$ cat src/rtl/mbist_sig_shifter_if.sv
`default_nettype none
// ============================================================================
// Module      : mbist_sig_shifter_if
// Description : Capture/shift/status bundle between the BIST serial read
//               master and the signature shift register.
// Revision    : 1.0 - initial release
// ============================================================================
interface mbist_sig_shifter_if #(
    parameter int SIG_W = 64
);
    logic             sig_capture;
    logic [SIG_W-1:0] sig_data;
    logic             bist_shift;
    logic             bist_sdi;
    logic             bist_sdo;
    logic             clr_err;
    logic             sig_valid;
    logic             shift_done;
    logic             cap_ovr;
    logic             shift_err;

    modport master (
        output sig_capture, sig_data, bist_shift, bist_sdi, clr_err,
        input  bist_sdo, sig_valid, shift_done, cap_ovr, shift_err
    );

    modport slave (
        input  sig_capture, sig_data, bist_shift, bist_sdi, clr_err,
        output bist_sdo, sig_valid, shift_done, cap_ovr, shift_err
    );
endinterface
`default_nettype wire

$ cat src/rtl/mbist_sig_shifter.sv
`default_nettype none
// ============================================================================
// Module      : mbist_sig_shifter
// Description : Captures a parallel BIST signature and shifts it out LSB-first
//               on a serial chain. Define MBIST_SIG_PARITY_EN to append an
//               even-parity bit that is shifted out last.
// Revision    : 1.0 - initial release
// ============================================================================
module mbist_sig_shifter #(
    parameter int SIG_W = 64
) (
    input  wire logic          mclk,
    input  wire logic          reset,
    mbist_sig_shifter_if.slave bus
);

`ifdef MBIST_SIG_PARITY_EN
    localparam int c_FRAME = SIG_W + 1;
`else
    localparam int c_FRAME = SIG_W;
`endif
    localparam int                 c_CNT_W     = $clog2(c_FRAME + 1);
    localparam logic [c_CNT_W-1:0] c_FRAME_CNT = c_CNT_W'(c_FRAME);

    localparam logic [1:0] c_ST_IDLE   = 2'd0;
    localparam logic [1:0] c_ST_LOADED = 2'd1;
    localparam logic [1:0] c_ST_SHIFT  = 2'd2;

    logic [1:0]         r_state;
    logic [c_FRAME-1:0] r_shreg;
    logic [c_CNT_W-1:0] r_cnt;
    logic               r_shift_done;
    logic               r_cap_ovr;
    logic               r_shift_err;

    logic [c_FRAME-1:0] w_load_val;
    logic [c_FRAME-1:0] w_shifted;
    logic [c_CNT_W-1:0] w_cnt_inc;
    logic               w_busy;
    logic               w_framed;
    logic               w_set_ovr;
    logic               w_set_serr;

`ifdef MBIST_SIG_PARITY_EN
    assign w_load_val = {^bus.sig_data, bus.sig_data};
`else
    assign w_load_val = bus.sig_data;
`endif

    assign w_shifted = {bus.bist_sdi, r_shreg[c_FRAME-1:1]};
    assign w_cnt_inc = r_cnt + 1'b1;
    assign w_busy    = (r_state == c_ST_SHIFT);
    assign w_framed  = (r_state == c_ST_LOADED) || (r_state == c_ST_SHIFT);

    // A shift is lost when it lands on an empty register or loses to a capture.
    assign w_set_ovr  = bus.sig_capture & w_busy;
    assign w_set_serr = bus.bist_shift & ~w_busy &
                        (bus.sig_capture | (r_state != c_ST_LOADED));

    always_ff @(posedge mclk or posedge reset) begin
        if (reset) begin
            r_state      <= c_ST_IDLE;
            r_shreg      <= '0;
            r_cnt        <= '0;
            r_shift_done <= 1'b0;
            r_cap_ovr    <= 1'b0;
            r_shift_err  <= 1'b0;
        end else begin
            r_shift_done <= 1'b0;
            r_cap_ovr    <= w_set_ovr  | (r_cap_ovr   & ~bus.clr_err);
            r_shift_err  <= w_set_serr | (r_shift_err & ~bus.clr_err);

            case (r_state)
                c_ST_IDLE: begin
                    if (bus.sig_capture) begin
                        r_shreg <= w_load_val;
                        r_cnt   <= '0;
                        r_state <= c_ST_LOADED;
                    end else if (bus.bist_shift) begin
                        // Pass-through: chain keeps moving, frame bookkeeping does not.
                        r_shreg <= w_shifted;
                    end
                end

                c_ST_LOADED, c_ST_SHIFT: begin
                    if (bus.sig_capture && !w_busy) begin
                        r_shreg <= w_load_val;
                        r_cnt   <= '0;
                        r_state <= c_ST_LOADED;
                    end else if (bus.bist_shift) begin
                        r_shreg <= w_shifted;
                        if (w_cnt_inc == c_FRAME_CNT) begin
                            r_cnt        <= '0;
                            r_state      <= c_ST_IDLE;
                            r_shift_done <= 1'b1;
                        end else begin
                            r_cnt   <= w_cnt_inc;
                            r_state <= c_ST_SHIFT;
                        end
                    end
                end

                default: begin
                    r_cnt   <= '0;
                    r_state <= c_ST_IDLE;
                end
            endcase
        end
    end

    assign bus.bist_sdo   = r_shreg[0];
    assign bus.sig_valid  = w_framed;
    assign bus.shift_done = r_shift_done;
    assign bus.cap_ovr    = r_cap_ovr;
    assign bus.shift_err  = r_shift_err;

endmodule
`default_nettype wire

$ cat src/flat_wrapper.sv
// flat-port wrapper written by rule: the top's interface ports become plain ports
module mbist_sig_shifter_flat 
#(
    parameter int SIG_W = 64
)
  (mclk, reset, bus_sig_capture, bus_sig_data, bus_bist_shift, bus_bist_sdi, bus_clr_err, bus_bist_sdo, bus_sig_valid, bus_shift_done, bus_cap_ovr, bus_shift_err);
  mbist_sig_shifter_if #(.SIG_W(SIG_W)) bus_i ();
  input  wire logic mclk;
  input  wire logic reset;
  input wire logic [$bits(bus_i.sig_capture)-1:0] bus_sig_capture;
  input wire logic [$bits(bus_i.sig_data)-1:0] bus_sig_data;
  input wire logic [$bits(bus_i.bist_shift)-1:0] bus_bist_shift;
  input wire logic [$bits(bus_i.bist_sdi)-1:0] bus_bist_sdi;
  input wire logic [$bits(bus_i.clr_err)-1:0] bus_clr_err;
  output wire logic [$bits(bus_i.bist_sdo)-1:0] bus_bist_sdo;
  output wire logic [$bits(bus_i.sig_valid)-1:0] bus_sig_valid;
  output wire logic [$bits(bus_i.shift_done)-1:0] bus_shift_done;
  output wire logic [$bits(bus_i.cap_ovr)-1:0] bus_cap_ovr;
  output wire logic [$bits(bus_i.shift_err)-1:0] bus_shift_err;
  assign bus_i.sig_capture = bus_sig_capture;
  assign bus_i.sig_data = bus_sig_data;
  assign bus_i.bist_shift = bus_bist_shift;
  assign bus_i.bist_sdi = bus_bist_sdi;
  assign bus_i.clr_err = bus_clr_err;
  assign bus_bist_sdo = bus_i.bist_sdo;
  assign bus_sig_valid = bus_i.sig_valid;
  assign bus_shift_done = bus_i.shift_done;
  assign bus_cap_ovr = bus_i.cap_ovr;
  assign bus_shift_err = bus_i.shift_err;
  mbist_sig_shifter #(.SIG_W(SIG_W)) u_core (.mclk(mclk), .reset(reset), .bus(bus_i));
endmodule
$ cat config.mk
export PLATFORM = sky130hd
export DESIGN_NAME = mbist_sig_shifter_flat
export DESIGN_NICKNAME = d
export VERILOG_FILES = /design/src/rtl/mbist_sig_shifter_if.sv /design/src/rtl/mbist_sig_shifter.sv /design/src/flat_wrapper.sv
export SDC_FILE = /design/constraint.sdc
export NUM_CORES = 1
export LEC_CHECK = 0
export BUFFER_PORTS_ARGS = -buffer_cell sky130_fd_sc_hd__buf_2
export CAP_MARGIN = 25
export CORE_ASPECT_RATIO = 0.9
export CORE_MARGIN = 2
export CORE_UTILIZATION = 59
export DETAILED_ROUTE_END_ITERATION = 8
export PLACE_DENSITY = 0.94
export SETUP_SLACK_MARGIN = 0.05
export SLEW_MARGIN = 20
export SYNTH_ARGS = -nofsm -noshare
export SYNTH_HDL_FRONTEND = slang
export SYNTH_SLANG_ARGS = --single-unit
$ cat constraint.sdc
create_clock -name mclk -period 4.2 [get_ports mclk]
set_input_delay 0.42 -clock mclk [delete_from_list [all_inputs] [get_ports mclk]]
set_output_delay 0.42 -clock mclk [all_outputs]
set_load 0.005 [all_outputs]
Word level (Yosys, flattened, before mapping)
Index checks and enable logic that the tools add are counted.
{ "totals": {"reg_bits": 76, "inputBits": 70, "output_inout_bits": 5} }
{ "classes": {"n_addsub": 1, "eq_ne": 6, "muxes": 18, "n_bitwise": 10, "reduce_logical": 7} }
{ "op_table": {"columns": ["cell", "count"], "rows": [
  ["$mux 64", 3],
  ["$pmux 64 s2", 1],
  ["$mux 7", 4],
  ["$pmux 7 s2", 1],
  ["$mux 2", 4],
  ["$add 7x1->7 const B", 1],
  ["$eq 7x7->1 const B", 1],
  ["$and 1x1->1", 5],
  ["$mux 1", 4],
  ["$pmux 2 s2", 1],
  ["$ne 3x2->1 const B", 1],
  ["$or 1x1->1", 3],
  ["$eq 2x1->1 const B", 1],
  ["$eq 2x2->1 const B", 1],
  ["$logic_not 2->1", 1],
  ["$ne 2x1->1 const B", 1],
  ["$ne 2x2->1 const B", 1],
  ["$not 1->1", 2],
  ["$reduce_and 2->1", 1],
  ["$reduce_bool 2->1", 1],
  ["$reduce_or 2->1", 1],
  ["$logic_and 1x1->1", 1],
  ["$logic_not 1->1", 1],
  ["$logic_or 1x1->1", 1]
]} }

Longest topological paths before layout
{ "logic_depth": {"depth_word": 6, "mapped_depth": 8} }

Worst setup path before layout
Ideal clock, no wire load.
{ "synth_path": {"path_type": "reg2reg", "from": "register u_core.r_state[0]", "to": "register u_core.r_cnt[5]", "setup_time_ps": 124, "t_arrival_ps": 1586, "t_required_ps": 4076, "setup_slack_ps": 2490, "path_stages_with_launch": 7, "n_path_buf": 0, "synth_period_minus_slack_ps": 1710, "path_cell_list": "dfrtp_1 -> inv_1 -> ha_1 -> nand2b_1 -> a21oi_1 -> or2_1 -> a211o_1"} }
{ "synth_via": {"elab_chain_cells": 5} }
{ "synth_lines": {"columns": ["element", "line_no", "rtl"], "rows": [
  ["start: declaration", "mbist_sig_shifter.sv:29", "logic [1:0] r_state;"],
  ["start signal: assignment", "mbist_sig_shifter.sv:62", "r_state <= c_ST_IDLE;"],
  ["start signal: assignment", "mbist_sig_shifter.sv:78", "r_state <= c_ST_LOADED;"],
  ["start signal: assignment", "mbist_sig_shifter.sv:89", "r_state <= c_ST_LOADED;"],
  ["$eq 2x2->1", "mbist_sig_shifter.sv:52, mbist_sig_shifter.sv:73", null],
  ["$logic_not 1->1", "mbist_sig_shifter.sv:86", "if (bus.sig_capture && !w_busy) begin"],
  ["$logic_and 1x1->1", "mbist_sig_shifter.sv:86", null],
  ["$mux 7 or $ne 3x2->1 (tied branches)", null, null],
  ["$pmux 7 s2 or $reduce_and 2->1 (tied branches)", null, null],
  ["end signal: assignment", "mbist_sig_shifter.sv:97", "r_cnt <= w_cnt_inc;"],
  ["end: declaration", "mbist_sig_shifter.sv:31", "logic [c_CNT_W-1:0] r_cnt;"]
]} }
Several ways; a longest one is shown, not always the timed one.
A chain may end at the register's enable or synchronous reset.

Worst setup path in the final report
{ "layout_path": {"from": "register u_core.r_state[0]", "to": "register u_core.r_shreg[16]"} }
{ "layout_via": {"elab_chain_cells": 5} }
{ "layout_lines": {"columns": ["element", "line_no", "rtl"], "rows": [
  ["$eq 2x2->1", "mbist_sig_shifter.sv:52, mbist_sig_shifter.sv:73", null],
  ["$logic_not 1->1", "mbist_sig_shifter.sv:86", null],
  ["$logic_and 1x1->1", "mbist_sig_shifter.sv:86", null],
  ["$mux 64", "mbist_sig_shifter.sv:86", null],
  ["$pmux 64 s2", "mbist_sig_shifter.sv:73", "case (r_state)"],
  ["end signal: assignment", "mbist_sig_shifter.sv:76", "r_shreg <= w_load_val;"],
  ["end signal: assignment", "mbist_sig_shifter.sv:87", "r_shreg <= w_load_val;"],
  ["end signal: assignment", "mbist_sig_shifter.sv:91", "r_shreg <= w_shifted;"],
  ["end: declaration", "mbist_sig_shifter.sv:30", "logic [c_FRAME-1:0] r_shreg;"]
]} }
Several ways; a longest one is shown, not always the timed one.

==> flow_summary.ini <==
[global_route]
grt_max_degree = 67
grt_usage = 0.252
overflow = 0
grt_pass1_wl_um = 13200
grt_pass1_vias = 2785
antenna_found_initial = 0

[job]
drv_cap = 0

[logic_synthesis]
synth_seq_cells = 76
synth.avg_cell_area_um2 = 9.95
synth-simple-area-share = 0.102
synth_fa_ha_area_frac = 0.0176
synth_warnings = 0
syn-num-nets = 433
synth.distinct_cells = 38
synthXorXnorAreaFrac = 0
syn_inst = 358
synth_area_um2 = 3560
synth_compound_area_frac = 0.279
synth.mux.area_fraction = 0.00562
synth_top_family_by_area = compound AO/OA/AOI/OAI gates
seq_area_frac_synth = 0.534

[drt]
drc_errors = 6
num_vias = 2959
totalWireLength_um = 7990
dr.pass1.iters = 9
ant_nets = 0
viasPerCell = 6.00
wl_per_cell_um = 16.2
first_iter_violations = 240

[sta]
min_period_over_period = 0.652
skew_ns = 0.0119
hold_viol_final = 0
period_needed_ns = 2.74
rsz0062_at_grt = no
max_freq_mhz = 365
setup_viol = 0
slew_violations = 0
worstMarginPinSlew_ns = 0.849
hold_ws_ns = 0.195
slew_headroom = 0.433
setup_tns_ns = 0

[clock_network]
postCtsHoldBufs = 0
root_buffer = clkbuf_8
clk_latency_ns = 0.35
cts_htree_levels = 3
cts_tree = yes
clkSlewWorstSetupHoldPaths_ns = 0.08
post-cts-setup-buffer-count = 0
clk_path_buf_depth = 2
cts_sinks = 76
cts_resized = 0
cts_buffers = 9

[pwr]
total_power_w = 0.00260
power_leakage_nw = 1.86
ir_drop_mv = 0.416
pwr_density_cell_nw_per_um2 = 625

[place]
dpl.hpwl_um = 5010
port_buffers = 74
placed_cells = 477
gp_congestion = 0.835

[floorplan]
initial_utilization = 0.618
num_io_pins = 75
dieArea_um2 = 6670
fp.dieH_um = 77.7
core_um2 = 5760
row_count = 26
die_x_um = 85.9

[final_layout]
drive_above_1_share = 0.239
nFillCells = 407
final_cells = 493
syn2layout_area_growth_pct = 16.7
num_antenna_cells = 0
nets = 493
utilization = 0.722

[status]
violations = DRC
status = complete, but fails checks

[critical_path]
crit_required_ns = 4.45
cp-start-kind = register
crit_type = register to register
ff2ff_setup_slack_ns = 1.46
critPathMaxFanout = 37
crit_arrival_ns = 2.99
end_kind = register

[hold_path]
hold_class = primary input to asynchronous set/reset pin
per-stage QoR:
stage | area, µm² | setup slack (ns)
floorplan | 3560 | 1.84
global placement | 3890 | 1.65
detailed placement | 3890 | 1.53
CTS | 4160 | 1.49
global route | 4160 | 1.22
finish | 4160 | 1.46
critical path, stage by stage, from the launching register on:
cell      delay [ns]
dfrtp_1         0.40
inv_1           0.08
ha_1            0.46
a21boi_4        0.23
nor2b_4         0.72
buf_4           0.44
a22oi_1         0.12
o21ai_0         0.19
layout make-up:
cell class | count | area [µm²] | area share
flip-flops and latches | 76 | 1900 | 0.458
multi-input cells | 245 | 1470 | 0.353
repair buffers | 79 | 408 | 0.0981
clock inverters | 6 | 136 | 0.0328
clock buffers | 10 | 128 | 0.0307
well taps | 70 | 87.6 | 0.0211
inverters | 7 | 27.5 | 0.00662
cells in the mapped netlist:
cell,n,area share
a21oi_1,1,0.0014
a21boi_2,1,0.0032
buf_4,4,0.0084
o311ai_1,1,0.0025
and2_1,1,0.0018
nor2_1,2,0.0021
or2_1,1,0.0018
nand3_1,2,0.0028
mux2i_1,2,0.0056
buf_2,11,0.015
a31oi_1,2,0.0035
clkbuf_1,8,0.0084
nand2_1,68,0.072
nor3b_1,2,0.0042
and3_1,1,0.0018
buf_6,7,0.022
o2bb2ai_1,1,0.0025
o21bai_1,1,0.0021
ha_1,5,0.018
a32o_1,1,0.0028
nand4_1,2,0.0035
a211oi_1,2,0.0042
o2111a_1,1,0.0032
nor2b_1,1,0.0018
nand2b_1,3,0.0053
a211o_1,2,0.0049
a22o_1,2,0.0049
inv_1,7,0.0074
a2111oi_0,1,0.0025
o21ai_1,17,0.024
dfrtp_1,76,0.53
o2111ai_1,1,0.0025
o21ai_0,52,0.073
nand2b_2,1,0.0025
a22oi_1,65,0.14
o31ai_1,1,0.0021
a22o_2,1,0.0028
and4b_1,1,0.0028
routing by layer:
metal,global-route usage,vias to the layer above,wire [µm]
li1,-,1427,-
met1,0.364,1430,3590
met2,0.376,100,3840
met3,0.0819,2,532
met4,0.0540,0,26
met5,0,-,0
worst paths after layout:
check | startpoint | end | cells after the start
setup reg to reg | u_core.r_state[0] | u_core.r_shreg[16] | 7
hold reg to reg | u_core.r_shreg[54] | u_core.r_shreg[54] | 2
min in group mclk | bus_sig_data[7] | u_core.r_shreg[7] | 3
setup / recovery | u_core.r_state[0] | u_core.r_shreg[16] | 7
hold / removal | reset | u_core.r_shreg[29] | 2
max in group asynchronous | reset | u_core.r_shreg[59] | 3
cells in the final DEF (no fill, tap or decap), drive strengths merged, types with 3 or more instances in the layout:
cell type  Yosys  layout
o21ai         69      69
dfrtp         76      76
buf           22      79
nand2b         4       4
a22o           3       3
nand2         68      68
clkbuf         8      10
bufinv         0       4
inv            7       6
a22oi         65      65
ha             5       5
flip-flops by register name, summed over array words and instances, names as in the netlist:
name                   count
u_core.r_shreg            64
u_core.r_cnt               7
u_core.bus.shift_err       1
u_core.bus.shift_done      1
u_core.r_state             2
u_core.bus.cap_ovr         1
cell families (layout without fill, tap and decap cells):
family          after synthesis  count (layout)
compound gates              153             153
flops                        76              76
buf+inv                      37             102
simple gates                 85              85
mux                           2               2
fa+ha+maj                     5               5
power breakdown:
part / leakage, nW / switching (W) / internal (W)
Combinational: 0.790 / 0.000419 / 0.000265
Sequential: 0.947 / 0.000171 / 0.00102
Clock: 0.127 / 0.000271 / 0.000456
Total: 1.86 / 0.000862 / 0.00174
(Power assumes the default switching activity.)
